===== src/rtl/strobe_bank_loader_if.sv =====
// Write/commit/status bundle for strobe_bank_loader.
// STROBE_LOADER_READBACK_EN adds the rd_en/rd_data shadow read port.
interface strobe_bank_loader_if #(
    parameter int ADDRESS_SIZE = 10,
    parameter int DATA_SIZE    = 8,
    parameter int NB_TARGETS   = 6,
    parameter int STROBE_W     = 68
) ();
    logic                           wr_valid;
    logic                           wr_ready;
    logic [ADDRESS_SIZE-1:0]        address;
    logic [DATA_SIZE-1:0]           wr_data;
    logic                           commit;
    logic                           busy;
    logic                           err_clr;
    logic                           error;
    logic [NB_TARGETS-1:0]          updated;
    logic [NB_TARGETS*STROBE_W-1:0] strobe_out;
`ifdef STROBE_LOADER_READBACK_EN
    logic                           rd_en;
    logic [DATA_SIZE-1:0]           rd_data;

    modport master (
        output wr_valid, address, wr_data, commit, err_clr, rd_en,
        input  wr_ready, busy, error, updated, strobe_out, rd_data
    );
    modport slave (
        input  wr_valid, address, wr_data, commit, err_clr, rd_en,
        output wr_ready, busy, error, updated, strobe_out, rd_data
    );
`else
    modport master (
        output wr_valid, address, wr_data, commit, err_clr,
        input  wr_ready, busy, error, updated, strobe_out
    );
    modport slave (
        input  wr_valid, address, wr_data, commit, err_clr,
        output wr_ready, busy, error, updated, strobe_out
    );
`endif
endinterface


===== src/rtl/strobe_bank_loader.sv =====
// Double-buffered strobe configuration loader: byte writes fill shadows, COMMIT scans dirty
// shadows into the live strobes one target per cycle. Optional shadow readback: STROBE_LOADER_READBACK_EN.
module strobe_bank_loader #(
    parameter int ADDRESS_SIZE = 10,
    parameter int DATA_SIZE    = 8,
    parameter int NB_TARGETS   = 6,
    parameter int STROBE_W     = 68
) (
    input logic                 clk,
    input logic                 rst_n,
    strobe_bank_loader_if.slave bus
);
    localparam int TGT_W    = (NB_TARGETS > 1) ? $clog2(NB_TARGETS) : 1;
    localparam int NB_BYTES = (STROBE_W + DATA_SIZE - 1) / DATA_SIZE;
    localparam int IDX_W    = ADDRESS_SIZE - TGT_W;
    localparam int PAD_W    = NB_BYTES * DATA_SIZE;
    localparam logic [TGT_W-1:0] LAST_T = TGT_W'(NB_TARGETS - 1);

    typedef enum logic {IDLE, SCAN} state_t;

    state_t                state;
    logic [TGT_W-1:0]      t;
    logic [STROBE_W-1:0]   shadow [NB_TARGETS];
    logic [NB_TARGETS-1:0] dirty;

    logic [TGT_W-1:0] addr_tgt;
    logic [IDX_W-1:0] addr_idx;
    logic             addr_ok;
    logic             wr_fire;
    logic [TGT_W-1:0] tgt_safe;
    logic [IDX_W-1:0] idx_safe;
    logic [PAD_W-1:0] current;
    logic [PAD_W-1:0] merged;

    assign addr_tgt = bus.address[ADDRESS_SIZE-1 -: TGT_W];
    assign addr_idx = bus.address[IDX_W-1:0];
    assign addr_ok  = (32'(addr_tgt) < NB_TARGETS) && (32'(addr_idx) < NB_BYTES);
    assign wr_fire  = bus.wr_valid && bus.wr_ready;
    assign tgt_safe = addr_ok ? addr_tgt : '0;
    assign idx_safe = addr_ok ? addr_idx : '0;
    assign current  = PAD_W'(shadow[tgt_safe]);

    // Padding the shadow to whole bytes lets the top partial byte drop its excess bits on truncation.
    always_comb begin
        merged = current;
        merged[idx_safe*DATA_SIZE +: DATA_SIZE] = bus.wr_data;
    end

    // NOTE: the shadow and live arrays are reset flops, not RAM, so a reset mid-scan wipes
    // every word at once and no partially committed configuration survives.
    always_ff @(posedge clk or negedge rst_n) begin
        if (!rst_n) begin
            state          <= IDLE;
            t              <= '0;
            dirty          <= '0;
            for (int i = 0; i < NB_TARGETS; i++) shadow[i] <= '0;
            bus.strobe_out <= '0;
            bus.updated    <= '0;
            bus.error      <= 1'b0;
            bus.busy       <= 1'b0;
            bus.wr_ready   <= 1'b1;
        end else begin
            bus.updated <= '0;
            if (wr_fire && !addr_ok)
                bus.error <= 1'b1;
            else if (bus.err_clr)
                bus.error <= 1'b0;

            case (state)
                IDLE: begin
                    if (wr_fire && addr_ok) begin
                        shadow[tgt_safe] <= merged[STROBE_W-1:0];
                        dirty[tgt_safe]  <= 1'b1;
                    end
                    // wr_ready is a registered copy of the state so wr_valid never reaches it combinationally.
                    if (bus.commit) begin
                        state        <= SCAN;
                        t            <= '0;
                        bus.busy     <= 1'b1;
                        bus.wr_ready <= 1'b0;
                    end
                end
                SCAN: begin
                    if (dirty[t]) begin
                        bus.strobe_out[t*STROBE_W +: STROBE_W] <= shadow[t];
                        bus.updated[t] <= 1'b1;
                        dirty[t]       <= 1'b0;
                    end
                    if (t == LAST_T) begin
                        state        <= IDLE;
                        bus.busy     <= 1'b0;
                        bus.wr_ready <= 1'b1;
                    end else begin
                        t <= t + TGT_W'(1);
                    end
                end
                default: state <= IDLE;
            endcase
        end
    end

`ifdef STROBE_LOADER_READBACK_EN
    always_ff @(posedge clk or negedge rst_n) begin
        if (!rst_n)
            bus.rd_data <= '0;
        else if (bus.rd_en)
            bus.rd_data <= addr_ok ? current[idx_safe*DATA_SIZE +: DATA_SIZE] : '0;
    end
`endif
endmodule


===== src/flat_wrapper.sv =====
// flat-port wrapper written by rule: the top's interface ports become plain ports
module strobe_bank_loader_flat 
#(
    parameter int ADDRESS_SIZE = 10,
    parameter int DATA_SIZE    = 8,
    parameter int NB_TARGETS   = 6,
    parameter int STROBE_W     = 68
)
  (clk, rst_n, bus_wr_valid, bus_address, bus_wr_data, bus_commit, bus_err_clr, bus_wr_ready, bus_busy, bus_error, bus_updated, bus_strobe_out);
  strobe_bank_loader_if #(.ADDRESS_SIZE(ADDRESS_SIZE), .DATA_SIZE(DATA_SIZE), .NB_TARGETS(NB_TARGETS), .STROBE_W(STROBE_W)) bus_i ();
  input logic clk;
  input logic rst_n;
  input wire logic [$bits(bus_i.wr_valid)-1:0] bus_wr_valid;
  input wire logic [$bits(bus_i.address)-1:0] bus_address;
  input wire logic [$bits(bus_i.wr_data)-1:0] bus_wr_data;
  input wire logic [$bits(bus_i.commit)-1:0] bus_commit;
  input wire logic [$bits(bus_i.err_clr)-1:0] bus_err_clr;
  output wire logic [$bits(bus_i.wr_ready)-1:0] bus_wr_ready;
  output wire logic [$bits(bus_i.busy)-1:0] bus_busy;
  output wire logic [$bits(bus_i.error)-1:0] bus_error;
  output wire logic [$bits(bus_i.updated)-1:0] bus_updated;
  output wire logic [$bits(bus_i.strobe_out)-1:0] bus_strobe_out;
  assign bus_i.wr_valid = bus_wr_valid;
  assign bus_i.address = bus_address;
  assign bus_i.wr_data = bus_wr_data;
  assign bus_i.commit = bus_commit;
  assign bus_i.err_clr = bus_err_clr;
  assign bus_wr_ready = bus_i.wr_ready;
  assign bus_busy = bus_i.busy;
  assign bus_error = bus_i.error;
  assign bus_updated = bus_i.updated;
  assign bus_strobe_out = bus_i.strobe_out;
  strobe_bank_loader #(.ADDRESS_SIZE(ADDRESS_SIZE), .DATA_SIZE(DATA_SIZE), .NB_TARGETS(NB_TARGETS), .STROBE_W(STROBE_W)) u_core (.clk(clk), .rst_n(rst_n), .bus(bus_i));
endmodule

===== config.mk =====
export PLATFORM = sky130hd
export DESIGN_NAME = strobe_bank_loader_flat
export DESIGN_NICKNAME = d
export VERILOG_FILES = /design/src/rtl/strobe_bank_loader_if.sv /design/src/rtl/strobe_bank_loader.sv /design/src/flat_wrapper.sv
export SDC_FILE = /design/constraint.sdc
export NUM_CORES = 2
export LEC_CHECK = 0
export BUFFER_PORTS_ARGS = -buffer_cell sky130_fd_sc_hd__buf_2
export CELL_PAD_IN_SITES_DETAIL_PLACEMENT = 1
export CELL_PAD_IN_SITES_GLOBAL_PLACEMENT = 1
export CORE_ASPECT_RATIO = 1.4
export CORE_MARGIN = 4
export CORE_UTILIZATION = 30
export CTS_CLUSTER_SIZE = 25
export DETAILED_ROUTE_END_ITERATION = 10
export PLACE_DENSITY_LB_ADDON = 0.08
export RECOVER_POWER = 50
export SLEW_MARGIN = 5
export SYNTH_ARGS = -nofsm -noshare
export SYNTH_HDL_FRONTEND = slang
export SYNTH_SLANG_ARGS = --single-unit

===== constraint.sdc =====
create_clock -name clk -period 6.8 [get_ports clk]
set_input_delay 0.68 -clock clk [delete_from_list [all_inputs] [get_ports clk]]
set_output_delay 0.68 -clock clk [all_outputs]
set_load 0.05 [all_outputs]

After elaboration in Yosys (flattened, before gate mapping)
Cells that the tools add are included.
{ "totals": {"input_bits": 23, "elab_cells": 95, "out_inout_bits": 417, "register_bits": 835} }
{ "classes": {"add_sub_neg": 3, "n_lt_le_gt_ge": 9, "n_bitwise": 6, "n_shift": 4, "n_mux": 38, "reduce_logical": 14, "multipliers": 1, "eq_ne": 6} }
{ "ops": {"columns": ["operator", "n"], "rows": [
  ["bitwise mux 408 bit", 2],
  ["binary-select mux 68 bit (select 3 bit)", 2],
  ["variable shift 68 x 34 -> 408 bit, first input constant", 1],
  ["variable part select 68 x 34 -> 408 bit", 1],
  ["two-way mux 68 bit", 5],
  ["demux 68 bit (select 3 bit)", 1],
  ["bitwise mux 72 bit", 1],
  ["variable shift 8 x 34 -> 72 bit, first input constant", 1],
  ["variable part select 8 x 34 -> 72 bit", 1],
  ["negator 10 -> 34 bit", 2],
  ["two-way mux 6 bit", 4],
  ["one-hot mux 6 bit (2 select lines)", 1],
  ["two-way mux 1 bit", 11],
  ["AND reduction 2 bit", 5],
  ["two-way mux 3 bit", 3],
  [">= comparator 4 bit, second input constant", 2],
  ["< comparator 3 x 4 -> 1 bit, second input constant", 2],
  ["multiplier 3 x 5 -> 8 bit, second input constant", 1],
  ["!= test 2 bit, second input constant", 4],
  ["NOT 3 -> 4 bit", 2],
  ["logical AND 1 bit", 7],
  ["< comparator 7 x 4 -> 1 bit, second input constant", 1],
  ["two-way mux 7 bit", 1],
  ["bitwise AND 6 bit", 1],
  ["other kinds (15)", 19]
]} }

Longest topological paths before layout
{ "depth": {"word_depth": 10, "mapped_depth": 21, "mapped_depth_nobuf": 12} }

Least setup slack after synthesis
Ideal clock, no wire load.
{ "synth_path": {"path_type": "register -> register", "from": "register u_core.t[0]", "to": "register u_core.bus.strobe_out[273]", "arrival_ns": 4.501, "path_buffers": 9, "period_less_slack_ns": 4.625, "t_required_ns": 6.675, "stages_incl_launch_ff": 19, "setup_slack_ns": 2.175, "setup_time_ns": 0.125, "path_cell_list": "dfrtp_1 -> buf_2 -> inv_1 -> buf_2 -> buf_2 -> clkbuf_1 -> buf_1 -> ha_1 -> ha_1 -> clkbuf_1 -> clkinv_1 -> clkbuf_1 -> clkbuf_1 -> ha_1 -> clkbuf_1 -> o21ai_0 -> nand3b_1 -> a21boi_1 -> mux2_2"} }
{ "synth_via": {"elab_chain_cells": 6} }
{ "synth_lines": {"columns": ["item", "line_no", "text"], "rows": [
  ["from (decl)", "strobe_bank_loader.sv:22", "logic [TGT_W-1:0] t;"],
  ["from (signal assigned)", "strobe_bank_loader.sv:94", "t <= t + TGT_W'(1);"],
  ["parallel branches: the longest is 6 deep, another holds negator 10 -> 34 bit", null, null],
  ["to (signal, indexed assignment)", "strobe_bank_loader.sv:85", "bus.strobe_out[t*STROBE_W +: STROBE_W] <= shadow[t];"],
  ["to (decl)", "strobe_bank_loader_if.sv:38", "output wr_ready, busy, error, updated, strobe_out"]
]} }
Several ways; the timed one is not identified. The select of a mux whose other input is x is not followed.
A chain may end at the register's enable or synchronous reset.

==> results.cfg <==
[synth]
ys_warn_count = 0
syn_area_per_cell_um2 = 9.48
synth.distinct_cells = 108
ys_seq_area_share_pct = 47.4
synth_edf_count = 0
synth_cells = 4655
synth_nets = 4689
ys_async_sr_fraction_pct = 100
synth_top_flop_cell = dfrtp_1
syn-cell-area_um2 = 44100
synth-seq-cells = 835

[clock_network]
cts_buffer_depth = 3
insertion_delay_ps = 780
postCtsResizedCells = 0
cts.clk_slew.worst_paths_ps = 60
cts_htree_levels = 3
cts-root-buf = clkbuf_16
tritoncts = built
clock_sinks = 835
numCtsBuffers = 94

[run_status]
status = finished with violations
violations = max-capacitance violations, max-slew violations

[timing]
rsz0062_at_grt = no
hold_viol = 0
maxSlewHeadroom_pct = -217
period_share_pct = 74.3
fin_crit_ps = 5060
fin_worst_skew_ps = 47.1
drv_slew = 64
finalSetupTns_ps = 0
setup-violations-final = 0
max_freq_ghz = 0.198
worst_pin_slew_ps = 4760

[layout]
area_growth_pct = 17.2
finish.instance_area_um2 = 51700
fillers = 16900
nNetsFinal = 5047
drive_gt1_share_pct = 15.6
final_common_cell = nand2_1
layout_common_cells = 837 x nand2_1, 831 x dfrtp_1, 611 x o21ai_0

[floorplan]
die_h_um = 462
fp.dieArea_um2 = 153000
rows = 166
dieWidth_um = 332
ios = 440
start_util_pct = 30.2
core_um2 = 146000

[worst_setup_path]
critical_path_class = in2async
crit_arrival_ps = 5780
critPathLaunchType = input port
worst_setup_path_end_kind = async pin
critPathMaxFanout = 64
cp.required_ps = 7520

[placement]
gp_congestion = 1.01
post_dp_cell_area_um2 = 48900
port_buffers = 439
dp_hpwl_mm = 186

[detailed_routing]
routed_wl_mm = 258
num_vias = 42100
first_iter_violations = 3548
vias_per_cell = 5.99
detail-route-antenna-nets = 0
drc = 0
wl_per_cell_um = 36.7
first_pass_iters = 8

[worst_hold_path]
hold_class = in2reg

[power]
irDropWorstVdd_mv = 0.431
powerDensity_nw_per_um2 = 570
leakage_uw = 0.0218

[global_routing]
antenna_found_initial = 13
grt_max_degree = 143
grt_usage_pct = 32.7
grt_pass1_wl_mm = 358
first_global_vias = 42800
grt_overflow = 0

[run]
drv_cap = 2
-- flip-flops by register name, indices dropped and copies added, names as in the netlist --
signal and flops:
u_core.t 3, u_core.bus.strobe_out 408, u_core.state 1, u_core.bus.wr_ready 1, u_core.bus.error 1, u_core.bus.busy 1
u_core.dirty 6, u_core.bus.updated 6, u_core.shadow 408
-- synth_stat cells (49+ instances only) --
cell type	n	area, um2
a21o_1	59	443
a21oi_1	137	686
a221oi_1	65	569
a22o_1	108	946
a22oi_1	110	826
a31oi_1	57	357
buf_2	89	445
clkbuf_1	228	856
dfrtp_1	834	20900
mux2_2	122	1370
mux2i_1	148	1480
nand2_1	843	3160
nand3_1	78	390
nor2_1	206	773
o21ai_0	612	3060
o21ai_1	49	245
o22ai_1	62	388
-- kinds of logic (layout without fill, tap and decap cells) --
kind of cell               after synthesis  count (layout)  synth area share, %
AOI/OAI and AO/OA                     1724            1724                 26.5
xor gates and xnor gates                 3               3               0.0596
adders and majority gates               11              11                0.312
buffers and inverters                  424             849                 4.37
DFF                                    835             835                 47.4
muxes                                  306             306                 8.13
other                                    1              12              0.00850
and+or+nand+nor                       1351            1351                 13.3
-- stage by stage --
stage	cells	hold WS, ps	total power [uW]	util [%]	setup slack, ps
final	7023	123	29500	35.4	1740
after global routing	7017	108	30000	35.3	1090
after CTS	7010	82.9	29100	35.6	2160
after detailed placement	6846	461	23800	33.5	1740
after global placement	6846	457	23800	33.5	1800
after floorplan	4655	384	15600	-	2170
-- critical path, stage by stage --
cell and delay, ps:
dlygate4sd3_1 520, clkbuf_1 3310, clkbuf_2 1190
-- cell type report --
class	count	area (um2)	area share, %
inverter	40	151	0.293
clock buffer	139	2750	5.32
sequential	835	20900	40.4
antenna	11	27.5	0.0532
clock inverter	24	307	0.593
multi-input combinational	3396	21500	41.6
timing repair buffer	646	3620	7.01
tap	1932	2420	4.68
-- final timing paths --
path                                            from                    endpoint  slack, ps  cells after the start
max                                            rst_n  u_core.bus.strobe_out[252]       1740                      3
max reg2reg                              u_core.t[1]  u_core.bus.strobe_out[208]       1920                     10
min reg2reg                u_core.bus.strobe_out[33]   u_core.bus.strobe_out[33]        470                      1
min in group asynchronous                      rst_n  u_core.bus.strobe_out[114]       2190                      2
max in group clk                         u_core.t[1]  u_core.bus.strobe_out[208]       1920                     10
min                                       bus_commit         u_core.bus.wr_ready        120                      2
-- power breakdown --
| part | internal [uW] | switching (uW) | total, uW |
|---|---|---|---|
| clock network | 2900 | 2350 | 5250 |
| registers | 5830 | 682 | 6510 |
| logic | 3740 | 14000 | 17700 |
-- routing by layer --
layer / routed length, um / up-vias / track usage, % / part of all wire [%]
li1: - / 17900 / - / -
met5: 36 / - / 0 / 0.014
met1: 101000 / 21900 / 38.4 / 39
met4: 19300 / 6 / 21.3 / 7.5
met2: 123000 / 1654 / 55.1 / 48
met3: 14100 / 601 / 5.81 / 5.5
-- what timing repair did --
action | in CTS | in global routing
endpoints found under the hold margin | 55 | 0
hold buffers | 1 | 0
setup buffers | 0 | 0
setup endpoints to repair | 0 | 0
(Power assumes the default switching activity.)
